`config.mk`:
```
export PLATFORM = sky130hd
export DESIGN_NAME = load_align_unit_flat
export DESIGN_NICKNAME = d
export VERILOG_FILES = /design/src/rtl/load_align_unit_if.sv /design/src/rtl/load_align_unit.sv /design/src/flat_wrapper.sv
export SDC_FILE = /design/constraint.sdc
export NUM_CORES = 1
export LEC_CHECK = 0
export ABC_AREA = 1
export CORE_UTILIZATION = 35
export CTS_BUF_LIST = sky130_fd_sc_hd__clkbuf_8 sky130_fd_sc_hd__clkbuf_16
export CTS_CLUSTER_DIAMETER = 50
export DETAILED_ROUTE_END_ITERATION = 16
export PLACE_DENSITY_LB_ADDON = 0.05
export SLEW_MARGIN = 20
export SYNTH_ARGS = -nofsm -noshare
export SYNTH_HDL_FRONTEND = slang
export SYNTH_SLANG_ARGS = --single-unit
```
`constraint.sdc`:
```
create_clock -name clk -period 2.5 [get_ports clk]
set_clock_uncertainty 0.1 [all_clocks]
set_input_delay 0.25 -clock clk [delete_from_list [all_inputs] [get_ports clk]]
set_output_delay 0.25 -clock clk [all_outputs]
set_load 0.01 [all_outputs]
```
`src/rtl/load_align_unit_if.sv`:
```
// ---------------------------------------------------------------------------
// load_align_unit_if
// Groups the request, memory-read and response channels of load_align_unit.
//   master : requester / memory side (drives requests, resp_ready, mem_rdata)
//   slave  : the aligner itself
// Request : req_valid, req_ready, req_addr, req_size, req_unsigned, req_tag
// Memory  : mem_re, mem_addr, mem_rdata (rdata valid one cycle after mem_re)
// Response: resp_valid, resp_ready, resp_data, resp_tag, resp_err, resp_misal
// ---------------------------------------------------------------------------
interface load_align_unit_if #(
    parameter int XLEN       = 32,
    parameter int ADDR_WIDTH = 32,
    parameter int TAG_WIDTH  = 5
);
    logic                  req_valid;
    logic                  req_ready;
    logic [ADDR_WIDTH-1:0] req_addr;
    logic [1:0]            req_size;
    logic                  req_unsigned;
    logic [TAG_WIDTH-1:0]  req_tag;

    logic                  mem_re;
    logic [ADDR_WIDTH-1:0] mem_addr;
    logic [XLEN-1:0]       mem_rdata;

    logic                  resp_valid;
    logic                  resp_ready;
    logic [XLEN-1:0]       resp_data;
    logic [TAG_WIDTH-1:0]  resp_tag;
    logic                  resp_err;
    logic                  resp_misal;

    modport master (
        output req_valid, req_addr, req_size, req_unsigned, req_tag,
        output resp_ready, mem_rdata,
        input  req_ready, mem_re, mem_addr,
        input  resp_valid, resp_data, resp_tag, resp_err, resp_misal
    );

    modport slave (
        input  req_valid, req_addr, req_size, req_unsigned, req_tag,
        input  resp_ready, mem_rdata,
        output req_ready, mem_re, mem_addr,
        output resp_valid, resp_data, resp_tag, resp_err, resp_misal
    );
endinterface

```
`src/rtl/load_align_unit.sv`:
```
// ---------------------------------------------------------------------------
// load_align_unit
// Load-data aligner between the memory stage and a synchronous-read memory.
// Takes one load at a time, reads one word (two if the access straddles a
// word boundary), extracts the addressed bytes little-endian and zero/sign
// extends them to XLEN, then returns the result over valid/ready.
//
// Ports: clk, rst (synchronous, active high), bus (load_align_unit_if.slave)
//   carrying the request, memory-read and response channels.
//
// Build option: LOAD_ALIGN_SPLIT_EN
//   defined   - straddling loads are served with two consecutive reads
//   undefined - straddling loads return resp_misal=1 without reading memory
// ---------------------------------------------------------------------------
module load_align_unit #(
    parameter int XLEN       = 32,
    parameter int ADDR_WIDTH = 32,
    parameter int TAG_WIDTH  = 5
) (
    input  logic                 clk,
    input  logic                 rst,
    load_align_unit_if.slave     bus
);
    localparam int W    = XLEN / 8;
    localparam int OFFW = $clog2(W);

    typedef enum logic [2:0] {
        IDLE   = 3'd0,
        ISSUE0 = 3'd1,
`ifdef LOAD_ALIGN_SPLIT_EN
        ISSUE1 = 3'd2,
`endif
        CAPT   = 3'd3,
        ERR    = 3'd4,
        RESP   = 3'd5
    } state_t;

    state_t                state_r, state_nx_s;

    logic [OFFW-1:0]       off_r;
    logic [1:0]            size_r;
    logic                  uns_r;
    logic [TAG_WIDTH-1:0]  tag_r;
    logic                  err_r;
`ifdef LOAD_ALIGN_SPLIT_EN
    logic                  split_r;
    logic [ADDR_WIDTH-1:0] base_r;
    logic [XLEN-1:0]       lo_r;
`endif

    logic                  mem_re_r, mem_re_nx_s;
    logic [ADDR_WIDTH-1:0] mem_addr_r, mem_addr_nx_s;

    logic                  resp_valid_r, resp_err_r, resp_misal_r;
    logic [XLEN-1:0]       resp_data_r;
    logic [TAG_WIDTH-1:0]  resp_tag_r;

    logic                  accept_s, req_illegal_s, req_split_s;
    logic [OFFW-1:0]       req_off_s;
    logic [3:0]            req_nbytes_s;
    logic [4:0]            req_span_s;
    logic [ADDR_WIDTH-1:0] req_base_s;

    logic [2*XLEN-1:0]     wide_s;
    logic [XLEN-1:0]       low_s, mask_s, result_s;
    logic                  sign_s;

    assign bus.req_ready  = (state_r == IDLE) && !rst;
    assign bus.mem_re     = mem_re_r;
    assign bus.mem_addr   = mem_addr_r;
    assign bus.resp_valid = resp_valid_r;
    assign bus.resp_data  = resp_data_r;
    assign bus.resp_tag   = resp_tag_r;
    assign bus.resp_err   = resp_err_r;
    assign bus.resp_misal = resp_misal_r;

    // Decode the offered request: offset, footprint, straddle and legality
    always_comb begin
        accept_s      = bus.req_valid && (state_r == IDLE) && !rst;
        req_off_s     = bus.req_addr[OFFW-1:0];
        req_nbytes_s  = 4'd1 << bus.req_size;
        req_span_s    = 5'(req_off_s) + 5'(req_nbytes_s);
        req_split_s   = (req_span_s > 5'(W));
        req_illegal_s = (bus.req_size == 2'd3) && (XLEN == 32);
        req_base_s    = {bus.req_addr[ADDR_WIDTH-1:OFFW], {OFFW{1'b0}}};
    end

    // Next-state logic
    always_comb begin
        state_nx_s = state_r;
        case (state_r)
            IDLE: begin
                if (!accept_s) begin
                    state_nx_s = IDLE;
                end else if (req_illegal_s) begin
                    state_nx_s = ERR;
`ifndef LOAD_ALIGN_SPLIT_EN
                end else if (req_split_s) begin
                    state_nx_s = ERR;
`endif
                end else begin
                    state_nx_s = ISSUE0;
                end
            end
`ifdef LOAD_ALIGN_SPLIT_EN
            ISSUE0: begin
                if (split_r) begin
                    state_nx_s = ISSUE1;
                end else begin
                    state_nx_s = CAPT;
                end
            end
            ISSUE1:  state_nx_s = CAPT;
`else
            ISSUE0:  state_nx_s = CAPT;
`endif
            CAPT:    state_nx_s = RESP;
            ERR:     state_nx_s = RESP;
            RESP: begin
                if (bus.resp_ready) begin
                    state_nx_s = IDLE;
                end else begin
                    state_nx_s = RESP;
                end
            end
            default: state_nx_s = IDLE;
        endcase
    end

    // Read strobe/address are registered from the state being entered so
    // they are high exactly during ISSUE0/ISSUE1
    always_comb begin
        mem_re_nx_s   = 1'b0;
        mem_addr_nx_s = mem_addr_r;
        if (state_nx_s == ISSUE0) begin
            mem_re_nx_s   = 1'b1;
            mem_addr_nx_s = req_base_s;
`ifdef LOAD_ALIGN_SPLIT_EN
        end else if (state_nx_s == ISSUE1) begin
            mem_re_nx_s   = 1'b1;
            mem_addr_nx_s = base_r + ADDR_WIDTH'(W);
`endif
        end else begin
            mem_re_nx_s   = 1'b0;
            mem_addr_nx_s = mem_addr_r;
        end
    end

    // Extraction: shift the (possibly two-word) window down by the byte
    // offset, keep nbytes and extend per signedness
    always_comb begin
`ifdef LOAD_ALIGN_SPLIT_EN
        if (split_r) begin
            wide_s = {bus.mem_rdata, lo_r};
        end else begin
            wide_s = {{XLEN{1'b0}}, bus.mem_rdata};
        end
`else
        wide_s = {{XLEN{1'b0}}, bus.mem_rdata};
`endif
        low_s = XLEN'(wide_s >> {off_r, 3'b000});
        case (size_r)
            2'd0: begin
                mask_s = {XLEN{1'b1}} >> (XLEN - 8);
                sign_s = low_s[7];
            end
            2'd1: begin
                mask_s = {XLEN{1'b1}} >> (XLEN - 16);
                sign_s = low_s[15];
            end
            2'd2: begin
                mask_s = {XLEN{1'b1}} >> (XLEN - 32);
                sign_s = low_s[31];
            end
            default: begin
                mask_s = {XLEN{1'b1}};
                sign_s = low_s[XLEN-1];
            end
        endcase
        if (uns_r) begin
            result_s = low_s & mask_s;
        end else if (sign_s) begin
            result_s = (low_s & mask_s) | ~mask_s;
        end else begin
            result_s = low_s & mask_s;
        end
    end

    // State and memory-read registers
    always_ff @(posedge clk) begin
        if (rst) begin
            state_r    <= IDLE;
            mem_re_r   <= 1'b0;
            mem_addr_r <= {ADDR_WIDTH{1'b0}};
        end else begin
            state_r    <= state_nx_s;
            mem_re_r   <= mem_re_nx_s;
            mem_addr_r <= mem_addr_nx_s;
        end
    end

    // Request fields captured at acceptance; low word of a split captured in ISSUE1
    always_ff @(posedge clk) begin
        if (rst) begin
            off_r   <= {OFFW{1'b0}};
            size_r  <= 2'd0;
            uns_r   <= 1'b0;
            tag_r   <= {TAG_WIDTH{1'b0}};
            err_r   <= 1'b0;
`ifdef LOAD_ALIGN_SPLIT_EN
            split_r <= 1'b0;
            base_r  <= {ADDR_WIDTH{1'b0}};
            lo_r    <= {XLEN{1'b0}};
`endif
        end else begin
            if (accept_s) begin
                off_r   <= req_off_s;
                size_r  <= bus.req_size;
                uns_r   <= bus.req_unsigned;
                tag_r   <= bus.req_tag;
                err_r   <= req_illegal_s;
`ifdef LOAD_ALIGN_SPLIT_EN
                split_r <= req_split_s;
                base_r  <= req_base_s;
`endif
            end
`ifdef LOAD_ALIGN_SPLIT_EN
            if (state_r == ISSUE1) begin
                lo_r <= bus.mem_rdata;
            end
`endif
        end
    end

    // Response registers; ERR reached with a legal size means a straddle
    always_ff @(posedge clk) begin
        if (rst) begin
            resp_valid_r <= 1'b0;
            resp_data_r  <= {XLEN{1'b0}};
            resp_tag_r   <= {TAG_WIDTH{1'b0}};
            resp_err_r   <= 1'b0;
            resp_misal_r <= 1'b0;
        end else begin
            case (state_r)
                CAPT: begin
                    resp_valid_r <= 1'b1;
                    resp_data_r  <= result_s;
                    resp_tag_r   <= tag_r;
                    resp_err_r   <= 1'b0;
                    resp_misal_r <= 1'b0;
                end
                ERR: begin
                    resp_valid_r <= 1'b1;
                    resp_data_r  <= {XLEN{1'b0}};
                    resp_tag_r   <= tag_r;
                    resp_err_r   <= err_r;
                    resp_misal_r <= ~err_r;
                end
                RESP: begin
                    if (bus.resp_ready) begin
                        resp_valid_r <= 1'b0;
                        resp_err_r   <= 1'b0;
                        resp_misal_r <= 1'b0;
                    end
                end
                default: begin
                    resp_valid_r <= resp_valid_r;
                end
            endcase
        end
    end
endmodule

```
`src/flat_wrapper.sv`:
```
// flat-port wrapper written by rule: the top's interface ports become plain ports
module load_align_unit_flat 
#(
    parameter int XLEN       = 32,
    parameter int ADDR_WIDTH = 32,
    parameter int TAG_WIDTH  = 5
)
  (clk, rst, bus_req_valid, bus_req_addr, bus_req_size, bus_req_unsigned, bus_req_tag, bus_resp_ready, bus_mem_rdata, bus_req_ready, bus_mem_re, bus_mem_addr, bus_resp_valid, bus_resp_data, bus_resp_tag, bus_resp_err, bus_resp_misal);
  load_align_unit_if #(.XLEN(XLEN), .ADDR_WIDTH(ADDR_WIDTH), .TAG_WIDTH(TAG_WIDTH)) bus_i ();
  input  logic clk;
  input  logic rst;
  input wire logic [$bits(bus_i.req_valid)-1:0] bus_req_valid;
  input wire logic [$bits(bus_i.req_addr)-1:0] bus_req_addr;
  input wire logic [$bits(bus_i.req_size)-1:0] bus_req_size;
  input wire logic [$bits(bus_i.req_unsigned)-1:0] bus_req_unsigned;
  input wire logic [$bits(bus_i.req_tag)-1:0] bus_req_tag;
  input wire logic [$bits(bus_i.resp_ready)-1:0] bus_resp_ready;
  input wire logic [$bits(bus_i.mem_rdata)-1:0] bus_mem_rdata;
  output wire logic [$bits(bus_i.req_ready)-1:0] bus_req_ready;
  output wire logic [$bits(bus_i.mem_re)-1:0] bus_mem_re;
  output wire logic [$bits(bus_i.mem_addr)-1:0] bus_mem_addr;
  output wire logic [$bits(bus_i.resp_valid)-1:0] bus_resp_valid;
  output wire logic [$bits(bus_i.resp_data)-1:0] bus_resp_data;
  output wire logic [$bits(bus_i.resp_tag)-1:0] bus_resp_tag;
  output wire logic [$bits(bus_i.resp_err)-1:0] bus_resp_err;
  output wire logic [$bits(bus_i.resp_misal)-1:0] bus_resp_misal;
  assign bus_i.req_valid = bus_req_valid;
  assign bus_i.req_addr = bus_req_addr;
  assign bus_i.req_size = bus_req_size;
  assign bus_i.req_unsigned = bus_req_unsigned;
  assign bus_i.req_tag = bus_req_tag;
  assign bus_i.resp_ready = bus_resp_ready;
  assign bus_i.mem_rdata = bus_mem_rdata;
  assign bus_req_ready = bus_i.req_ready;
  assign bus_mem_re = bus_i.mem_re;
  assign bus_mem_addr = bus_i.mem_addr;
  assign bus_resp_valid = bus_i.resp_valid;
  assign bus_resp_data = bus_i.resp_data;
  assign bus_resp_tag = bus_i.resp_tag;
  assign bus_resp_err = bus_i.resp_err;
  assign bus_resp_misal = bus_i.resp_misal;
  load_align_unit #(.XLEN(XLEN), .ADDR_WIDTH(ADDR_WIDTH), .TAG_WIDTH(TAG_WIDTH)) u_core (.clk(clk), .rst(rst), .bus(bus_i));
endmodule
```
* Word level (Yosys, flattened, before mapping)
Index checks and enable logic that the tools add are counted.
Widths: inputs -> output; s select.
** Operators by class
- Bitwise gates (word level) :: 4
- Magnitude comparators :: 1
- Add/sub/neg operators :: 1
- Eq/ne operators :: 8
- Multiplexer cells :: 15
- Shift-type cells :: 2
- Reduce and logical (&&, ||, !) cells :: 12
** Operators by type and width (count)
- $pmux 32 s2 :: 2
- $mux 32 :: 2
- $and 32x32->32 :: 1
- $not 32->32 :: 1
- $or 32x32->32 :: 1
- $shr 32x5->32 :: 1
- $mux 3 :: 4
- $pmux 3 s4 :: 1
- $eq 3x1->1 const B :: 2
- $eq 3x3->1 const B :: 2
- $pmux 1 s3 :: 2
- $add 2x4->5 :: 1
- $gt 5x3->1 const B :: 1
- $pmux 1 s2 :: 2
- $reduce_and 2->1 :: 2
- $reduce_bool 2->1 :: 2
- $shl 1x2->4 const A :: 1
- $eq 3x2->1 const B :: 1
- $logic_and 1x1->1 :: 3
- $logic_not 3->1 :: 1
- $reduce_bool 3->1 :: 1
- $eq 2x1->1 const B :: 1
- $eq 2x2->1 const B :: 1
- $logic_not 2->1 :: 1
- 5 further kinds :: 6
** Storage, ports and cells
- Word-level logic and storage cells :: 56
- Output and inout bits :: 74
- Bits of input ports :: 76
- Register bits :: 85

* Depth between registers and ports, before layout
- Depth after elaboration :: 9
- Depth in mapped cells :: 12
- Depth with buffers taken out :: 11

* Worst setup path before layout
Ideal clock, no wire load.
- Kind :: input-to-reg
- Start :: in bus_req_size[0]
- End :: reg u_core.mem_addr_r[22], in the netlist u_core.bus.mem_addr[22]
- Path buffers :: 1
- Path slack :: 560 ps
- Cell stages on the path :: 12
- Setup time :: 116 ps
- Required time :: 2284 ps
- Data arrival time :: 1725 ps
- Cells stage by stage :: nor2_1 ha_1 inv_1 fa_1 inv_1 o21ai_0 nand2_1 nor2_4 inv_2 buf_6 nor2_1 nor2_1
** Between the ends
- Word-level cells in the longest chain between the ends :: 8
- Elaborated cells between the ends (all ways) :: 9
- Those cells by class :: add/sub (1); order compare (1); eq/ne (2); shift (1); mux (4)
** RTL lines
- start: declaration :: RTL line flat_wrapper.sv:14 : input wire logic [$bits(bus_i.req_size)-1:0] bus_req_size;
- $shl 1x2->4 :: RTL line load_align_unit.sv:81 : req_nbytes_s = 4'd1 << bus.req_size;
- $add 2x4->5 :: RTL line load_align_unit.sv:82 : req_span_s = 5'(req_off_s) + 5'(req_nbytes_s);
- $gt 5x3->1 :: RTL line load_align_unit.sv:83 : req_split_s = (req_span_s > 5'(W));
- $mux 3 :: RTL line load_align_unit.sv:98 : end else if (req_split_s) begin
- $mux 3 (*) :: RTL line load_align_unit.sv:95 : end else if (req_illegal_s) begin
- $mux 3 (*) :: RTL line load_align_unit.sv:93 : if (!accept_s) begin
- $pmux 3 s4 (*) :: RTL line load_align_unit.sv:91 : case (state_r)
- $eq 3x1->1 (*) :: RTL line load_align_unit.sv:135 : if (state_nx_s == ISSUE0) begin
- end signal: assignment :: RTL line load_align_unit.sv:194 : mem_addr_r <= {ADDR_WIDTH{1'b0}};
- end signal: assignment :: RTL line load_align_unit.sv:198 : mem_addr_r <= mem_addr_nx_s;
- end: declaration :: RTL line load_align_unit.sv:52 : logic [ADDR_WIDTH-1:0] mem_addr_r, mem_addr_nx_s;
Mark *: on every way between the ends. The rest lies on a longest branch, timed or not.
A chain may end at the register's enable or synchronous reset.

* Worst setup path after layout
- Start :: in bus_req_size[0]
- End :: reg u_core.mem_addr_r[16], in the netlist u_core.bus.mem_addr[16]
The elaborated chain is that of the path after synthesis.

==> results_dict.tcl <==
set metrics [dict create \
    status "complete, no violations" \
    totalPowerFinal_mw 3.380 \
    gr-total-overflow 0 \
    synth_top_area_share 0.4342 \
    drive_gt1_frac 0.09503 \
    period_share 0.8913 \
    max_slew_margin 0.6080 \
    area_growth_pct 43.87 \
    h-tree-depth 3 \
    min_delay_path_depth 3 \
    finalMaxSlewViolations 0 \
    finalSetupViolations 0 \
    cts_resized 0 \
    start_kind "input port" \
    synth_area_leader_cell "dfxtp_1" \
    cts-buffers-inserted 9 \
    hpwl_um 7924 \
    fp.coreArea_mm2 0.01089 \
    gp_congestion 0.8407 \
    seqPwrFrac 0.444 \
    io_pins 150 \
    hold_buffers 0 \
    drv_cap 0 \
    worstPathMaxFanout 31 \
    rows 38 \
    fin_nets 759 \
    grt_pass1_vias 3821 \
    hold_viol_final 0 \
    worst_pin_slew_ns 0.5874 \
    ant_nets 0 \
    peakVddDrop_mv 0.2576 \
    cp_slowest_cell "fa_1" \
    cp.required_ns 2.69 \
    synthCells 546 \
    powerDensity_mw_per_mm2 599.5 \
    p_int_mw 2.335 \
    cts_root_buf "clkbuf_8" \
    port_buffers 147 \
    whs_ns 0.3393 \
    tns_ns 0 \
    ys_seq_area_frac 0.4342 \
    grt_pass1_wl_um 18470 \
    fmax_mhz 448.8 \
    p_sw_mw 1.045 \
    leakagePower_nw 2.243 \
    dieHeight_um 107.8 \
    grt_start_max_net_pins 46 \
    path_class "in -> reg" \
    diodes 0 \
    rsz0062_at_grt "no" \
    die_w_um 107.8 \
    placed_area_mm2 0.005436 \
    remaining_drc_errors 0 \
    ys_ff_latch 85 \
    ys.warnings.count 0 \
    clock-sinks 85 \
    combinationalPowerShare 0.255 \
    clkTransAtPathRegs_ns 0.09 \
    avgSynthCellArea_um2 7.177 \
    antenna_found_initial 0 \
    r2r_cells 8 \
    yosys-top-cells-area "dfxtp_1, nand2_1, nor2_1" \
    syn-cell-area_mm2 0.003919 \
    ys_types 32 \
    cts_tree "done" \
    crit_chain "clkdlybuf4s50_1 > nor2_1 > ha_1 > inv_1 > fa_1 > inv_1 > o21ai_0 > nand2_1 > nor2_4 > buf_12 > o21ai_0 > nor2_1" \
    drt_first_pass_iters 4 \
    clockBufferDepth 2 \
    initial_core_util 0.3599 \
    clkPwrFrac 0.301 \
    worstPathArrival_ns 2.42 \
    cts_setup_buffers 0 \
    grt_usage 0.2030 \
    clock_latency_ns 0.35 \
    stdcell_area_mm2 0.005638 \
    hold_path.class "in -> reg" \
    netSwitchingFraction 0.3092 \
    period_needed_ns 2.228 \
    via_per_inst 4.800 \
    wl_per_cell_um 13.71 \
    drtIter0Drc 136 \
    routed_wl_um 11300 \
    critPathCaptureType "flip-flop" \
    slowest_delay_ns 0.47 \
    route.vias.total 3955 \
    dieArea_mm2 0.01162 \
]
-- layout make-up --
cell class	instances	area (um2)
fill	1115	5250
clock inverter	4	47.55
inverter	25	98.84
clock buffer	11	151.4
multi-input combinational	400	1894
timing repair buffer	159	1569
tap	140	175.2
sequential	85	1702
-- cells in the mapped netlist (all sizes together) --
cell	n
o211ai	11
clkinv	1
dfxtp	85
a21oi	47
a211oi	2
fa	1
xnor2	1
inv	24
nor2	85
buf	26
a31oi	1
ha	2
nand3b	1
clkbuf	11
nand2	159
conb	1
o21ai	43
nand3	44
nor3	1
-- critical path: cells and delay by family --
| family | cells | cell delay [ns] |
|---|---|---|
| compound gates | 2 | 0.24 |
| simple gates | 4 | 0.53 |
| buf+inv | 4 | 0.73 |
| fa+ha+maj | 2 | 0.65 |
-- sequential cells by signal, summed over array words and instances (netlist names) --
name                   cells
u_core.err_r               1
u_core.off_r               2
u_core.tag_r               5
u_core.uns_r               1
u_core.bus.mem_re          1
u_core.bus.resp_misal      1
u_core.bus.resp_err        1
u_core.bus.resp_tag        5
u_core.bus.mem_addr       30
u_core.bus.resp_data      32
u_core.size_r              2
u_core.state_r             3
u_core.bus.resp_valid      1
-- per-stage QoR --
step	util	setup slack (ns)	std cells
after detailed placement	0.4993	-0.2290	809
after global placement	0.4993	-0.08331	809
after floorplan	-	0.5595	547
final	0.5178	0.2716	824
after global routing	0.5178	0.08248	824
after CTS	0.5176	0.1533	824
-- cell families after synthesis --
group / share of synthesized area
AOI/OAI and AO/OA: 0.1510
xor gates and xnor gates: 0.002235
adders and majority gates: 0.01149
buffers and inverters: 0.08333
DFF: 0.4342
other: 0.0009569
and+or+nand+nor: 0.3167
-- metal layers --
metal,vias up,share of wire,global-route usage
met4,0,0.014,0.07534
met1,1800,0.44,0.2570
met5,-,0,0
met3,11,0.082,0.05569
met2,124,0.46,0.3274
li1,2020,-,-
-- cell usage in the layout, fill, tap and decap left out, drive strengths merged --
cell	count
nor3	1
nand3b	1
clkdlybuf4s50	146
inv	26
a21oi	47
xnor2	1
nand2	159
dfxtp	85
bufinv	1
a211oi	2
ha	2
clkinv	2
fa	1
buf	13
o21ai	43
a31oi	1
o211ai	11
clkbuf	11
nand3	44
nor2	85
conb	2
-- power groups by stage --
| stage | registers [mW] | logic (mW) | clock network (mW) |
|---|---|---|---|
| 2_1_floorplan | 1.55 | 0.490 | 0 |
| 3_3_place_gp | 1.53 | 0.861 | 0 |
| 3_5_place_dp | 1.53 | 0.865 | 0 |
| 4_1_cts | 1.50 | 0.870 | 1.04 |
| 5_1_grt | 1.52 | 0.958 | 1.09 |
| 6_report | 1.50 | 0.861 | 1.02 |
-- worst paths after layout --
| kind | startpoint | to | slack, ns |
|---|---|---|---|
| max | bus_req_size[0] | u_core.bus.mem_addr[16]$_SDFFE_PP0N_ | 0.27 |
| max reg2reg | u_core.off_r[1]$_SDFFE_PP0P_ | u_core.bus.resp_data[9]$_SDFFE_PP0P_ | 0.51 |
| min reg2reg | u_core.bus.resp_data[14]$_SDFFE_PP0P_ | u_core.bus.resp_data[14]$_SDFFE_PP0P_ | 0.37 |
| min | bus_req_tag[0] | u_core.tag_r[0]$_SDFFE_PP0P_ | 0.34 |
Power figures use the tool's default switching activity.
